[src/rtl/pu_col_feeder.sv]
// Column feeder: streams 5-row bands of pixels into the PU G-buffer
// and paces one window cycle per new column.
module pu_col_feeder #(
    parameter int data_width  = 16,
    parameter int img_w       = 28,
    parameter int img_h       = 28,
    parameter int address_num = 3
) (
    input  logic                   clk,
    input  logic                   nrst,
    input  logic                   frame_start,
    input  logic [data_width-1:0]  pix_data,
    input  logic                   pix_valid,
    output logic                   pix_ready,
    output logic                   wr_ctrl_g,
    output logic [address_num-1:0] adrs_out,
    output logic [data_width-1:0]  g_data,
    output logic                   pu_start,
    output logic                   round,
    output logic                   neightor_in_flag,
    input  logic                   win_ack,
    output logic                   frame_done
);

    localparam int CW = $clog2(img_w);
    localparam int BW = $clog2(img_h);
    localparam logic [CW-1:0] COL_LAST  = CW'(img_w - 1);
    localparam logic [BW-1:0] BAND_LAST = BW'(img_h - 5);

    typedef enum logic [1:0] {
        IDLE,
        LOAD,
        WAIT_ACK,
        NEXT
    } state_t;

    state_t          state, state_nx;
    logic [CW-1:0]   col_cnt, col_nx;
    logic [BW-1:0]   band_cnt, band_nx;
    logic [2:0]      row_cnt, row_nx;
    logic            round_q, round_nx;
    logic            pu_q, pu_nx;
    logic            ready_c, wr_c, done_c;

    always_ff @(posedge clk) begin
        if (!nrst) begin
            state    <= IDLE;
            col_cnt  <= '0;
            band_cnt <= '0;
            row_cnt  <= '0;
            round_q  <= 1'b0;
            pu_q     <= 1'b0;
        end else begin
            state    <= state_nx;
            col_cnt  <= col_nx;
            band_cnt <= band_nx;
            row_cnt  <= row_nx;
            round_q  <= round_nx;
            pu_q     <= pu_nx;
        end
    end

    always_comb begin
        state_nx = state;
        col_nx   = col_cnt;
        band_nx  = band_cnt;
        row_nx   = row_cnt;
        round_nx = round_q;
        pu_nx    = 1'b0;
        ready_c  = 1'b0;
        wr_c     = 1'b0;
        done_c   = 1'b0;
        unique case (state)
            IDLE: begin
                if (frame_start) begin
                    state_nx = LOAD;
                    col_nx   = '0;
                    band_nx  = '0;
                    row_nx   = '0;
                    round_nx = 1'b1;
                end
            end
            LOAD: begin
                ready_c = 1'b1;
                if (pix_valid) begin
                    wr_c = 1'b1;
                    if (row_cnt == 3'd4) begin
                        row_nx = '0;
                        // the first four columns of a band only prefill
                        if (round_q && col_cnt < CW'(4)) begin
                            col_nx = col_cnt + 1'b1;
                        end else begin
                            pu_nx    = 1'b1;
                            state_nx = WAIT_ACK;
                        end
                    end else begin
                        row_nx = row_cnt + 1'b1;
                    end
                end
            end
            WAIT_ACK: begin
                if (win_ack) state_nx = NEXT;
            end
            NEXT: begin
                if (col_cnt != COL_LAST) begin
                    col_nx   = col_cnt + 1'b1;
                    round_nx = 1'b0;
                    state_nx = LOAD;
                end else if (band_cnt != BAND_LAST) begin
                    band_nx  = band_cnt + 1'b1;
                    col_nx   = '0;
                    round_nx = 1'b1;
                    state_nx = LOAD;
                end else begin
                    done_c   = 1'b1;
                    round_nx = 1'b0;
                    state_nx = IDLE;
                end
            end
            default: state_nx = IDLE;
        endcase
    end

    // outputs are forced low while reset is asserted, whatever the state
    assign pix_ready  = nrst & ready_c;
    assign wr_ctrl_g  = nrst & wr_c;
    assign adrs_out   = wr_ctrl_g ? address_num'(row_cnt) : '0;
    assign g_data     = wr_ctrl_g ? pix_data : '0;
    assign pu_start   = nrst & pu_q;
    assign round      = nrst & round_q;
    assign frame_done = nrst & done_c;
    assign neightor_in_flag = nrst & (state == LOAD) & round_q
                            & (col_cnt < CW'(4));

endmodule

[config.mk]
export PLATFORM = sky130hd
export DESIGN_NAME = pu_col_feeder
export DESIGN_NICKNAME = d
export VERILOG_FILES = /design/src/rtl/pu_col_feeder.sv
export SDC_FILE = /design/constraint.sdc
export NUM_CORES = 1
export LEC_CHECK = 0
export BUFFER_PORTS_ARGS = -buffer_cell sky130_fd_sc_hd__buf_2
export CAP_MARGIN = 40
export CORE_MARGIN = 2
export CORE_UTILIZATION = 44
export CTS_CLUSTER_DIAMETER = 120
export CTS_CLUSTER_SIZE = 24
export DETAILED_ROUTE_END_ITERATION = 16
export PLACE_DENSITY_LB_ADDON = 0.08
export SYNTH_ARGS = -nofsm -noshare
export SYNTH_HDL_FRONTEND = slang
export SYNTH_SLANG_ARGS = --single-unit
[constraint.sdc]
create_clock -name clk -period 1.9 [get_ports clk]
set_input_delay 0 -clock clk [delete_from_list [all_inputs] [get_ports clk]]
set_output_delay 0 -clock clk [all_outputs]
set_load 0.02 [all_outputs]
==> reports/summary.txt <==
Slew @ Worst Pin = 0.531 ns
Arrival @ worst endpoint = 2.07 ns
Inserted Diodes = 0
Die ar. = 3310 µm²
Top_reg_cell synth = dfxtp_1
Setup Viol. Count Final = 0
Mean Syn Cell Area = 8.08 µm²
Worst Clk Skew = 0.00156 ns
Leakage = 0.731 nW
Status = finished clean
Row count = 19
Initial antenna violation count = 0
Seq pwr share = 25.5%
Post-route ant nets = 0
Post-Syn Area = 1260 µm²
Top cells by area, synth = dfxtp_1 27%, and2_1 10%, ha_1 8.9%, a21oi_1 3.6%, nand3_1 3.2%
Post-DP HPWL = 2460 µm
PwrDens = 1130 nW/µm²
Final Cycle Share = 96.5%
GP Congestion = 0.874
Worst-path clk slew = 0.11 ns
Max Buffers Root-to-Sink = 2
Asr flop ratio synth = 0%
Syn Nets = 186
Initial DRC count = 43
Number of global-route vias before repair = 1175
Drt pass-1 iters = 4
Clock power frac = 11.2%
Via count = 1315
RSZ-0062 raised after global routing = yes
Clock Sink Count = 17
Design Area, Final = 1620 µm²
Post-synth EDFFs = 0
Switch Pwr = 0.000847 W
Nets = 236
Post-Syn Instances = 156
Number of vias per cell = 5.57
Largest net degree at the start of global routing = 22
Htree depth = 1
Crit start category = register
YS warnings = 0
Setup crit end kind = register
Cts bufs inserted = 3
Hold_buf cts = 0
CP Class = register to register
Max Slew Vio Count = 0
Slew HR = 64.2%
# fillers = 260
Max IR drop VDD = 0.000732 V
Share of the synthesized area in the top cell type = 27.0%
HP Class = input pin to register
CTS tree = done
Sequential fraction of the synthesis area = 27.0%
FF+latch count, synth = 17
Commonest cells in the synthesized netlist = 21 x and2_1, 17 x dfxtp_1
Synth area leader = dfxtp_1
Critical path fanouts, max = 9
Final hold vios = 0
First-pass GRT wire length = 5120 µm
CTS root buf = clkbuf_4
Internal = 0.000979 W
GRT Util Overall = 19.4%
Area after DPL = 1540 µm²
Die height = 57.5 µm
Sw Share = 46.4%
Routed wire length = 3240 µm
Comb pwr share = 63.3%
Core region area = 2730 µm²
Initial Util = 46.1%
Worst path required time = 2.13 ns
Buffers on Ports = 45
Max frequency = 546 MHz
Tmin final = 1.83 ns
Worst skew pair latency = 0.29 ns
I/O pin count = 46
Most frequent cell after synthesis = and2_1
Fin util = 59.3%
Max Cap Viol = 0
DR WL/cell = 13.7 µm
Area Overhead vs Synth = 28.6%
Layout cells sized above 1 = 38.0%
Total gr overflow = 0
Die width = 57.5 µm
Residual DRC = 0
Distinct cells, synth = 41
-- state kept, by name, summed over array words and instances, names as in the netlist --
signal / count
pu_q: 1
col_cnt: 5
row_cnt: 3
band_cnt: 5
round_q: 1
state: 2
-- cells in the final DEF (no fill, tap or decap), drive strengths merged, types with 4 or more instances in the layout --
master and instances:
a21oi 10, and2 21, buf 54, dfxtp 17
ha 9, inv 9, nand2 7, nand3 8
nor2 7, o21ai 8, o31ai 4
-- critical path, cell delays in order (launching register included) --
cell and delay (ns):
dfxtp_1 0.35, ha_1 0.24, nand4b_1 0.20, buf_4 0.16, a31oi_2 0.17, or4_1 0.51, a21oi_1 0.15
-- cells by family after synthesis --
logic type | after synthesis | synth area share (%)
compound gates | 42 | 23.9
mux | 1 | 0.794
buf+inv | 18 | 5.36
flops | 17 | 27.0
simple gates | 69 | 34.0
fa+ha+maj | 9 | 8.94
-- power groups by stage --
stage          clock network [W]  registers, W  logic [W]
2_1_floorplan                  0      0.000454   0.000797
3_3_place_gp                   0      0.000463    0.00106
3_5_place_dp                   0      0.000468    0.00108
4_1_cts                 0.000212      0.000461    0.00109
5_1_grt                 0.000233      0.000474    0.00127
6_report                0.000204      0.000465    0.00116
-- timing repair --
item                                    CTS  global route
resized for setup                         3             6
pin swaps                                 0             1
setup buffers                             0             2
endpoints found under the setup margin    3            25
-- final cells by class --
type                            count  area [µm²]  area share (%)
Clock inverter                      1        5.00           0.309
Clock buffer                        3        22.5            1.39
Timing Repair Buffer               54         293            18.1
Inverter                            9        33.8            2.08
Tap cell                           31        38.8            2.39
Multi-Input combinational cell    121         886            54.7
Sequential cell                    17         342            21.1
-- routing by layer --
layer / wire length [µm] / vias to the layer above / track usage, %
li1: - / 669 / -
met1: 1450 / 623 / 24.2
met2: 1660 / 21 / 34.7
met3: 116 / 2 / 2.95
met4: 19 / 0 / 4.98
met5: 0 / - / 0
-- final timing paths --
path / startpoint / end / slack (ns) / cells after the start
setup / recovery: band_cnt[0] / band_cnt[4] / 0.07 / 6
hold / removal: nrst / col_cnt[1] / 0.07 / 3
setup reg to reg: band_cnt[0] / band_cnt[4] / 0.07 / 6
hold reg to reg: col_cnt[0] / col_cnt[0] / 0.47 / 1
-- through the flow --
step / TNS (ns) / worst slack, ns / hold WS [ns] / total power, W / cells
final: 0 / 0.0670 / 0.0677 / 0.00183 / 236
after global routing: -0.595 / -0.0466 / 0.0714 / 0.00197 / 236
after CTS: 0 / 0.00409 / 0.0595 / 0.00177 / 234
after detailed placement: 0 / 0.00706 / 0.322 / 0.00155 / 230
after global placement: 0 / 0.107 / 0.319 / 0.00152 / 230
after floorplan: 0 / 0.0402 / 0.183 / 0.00125 / 156
(Power assumes the default switching activity.)
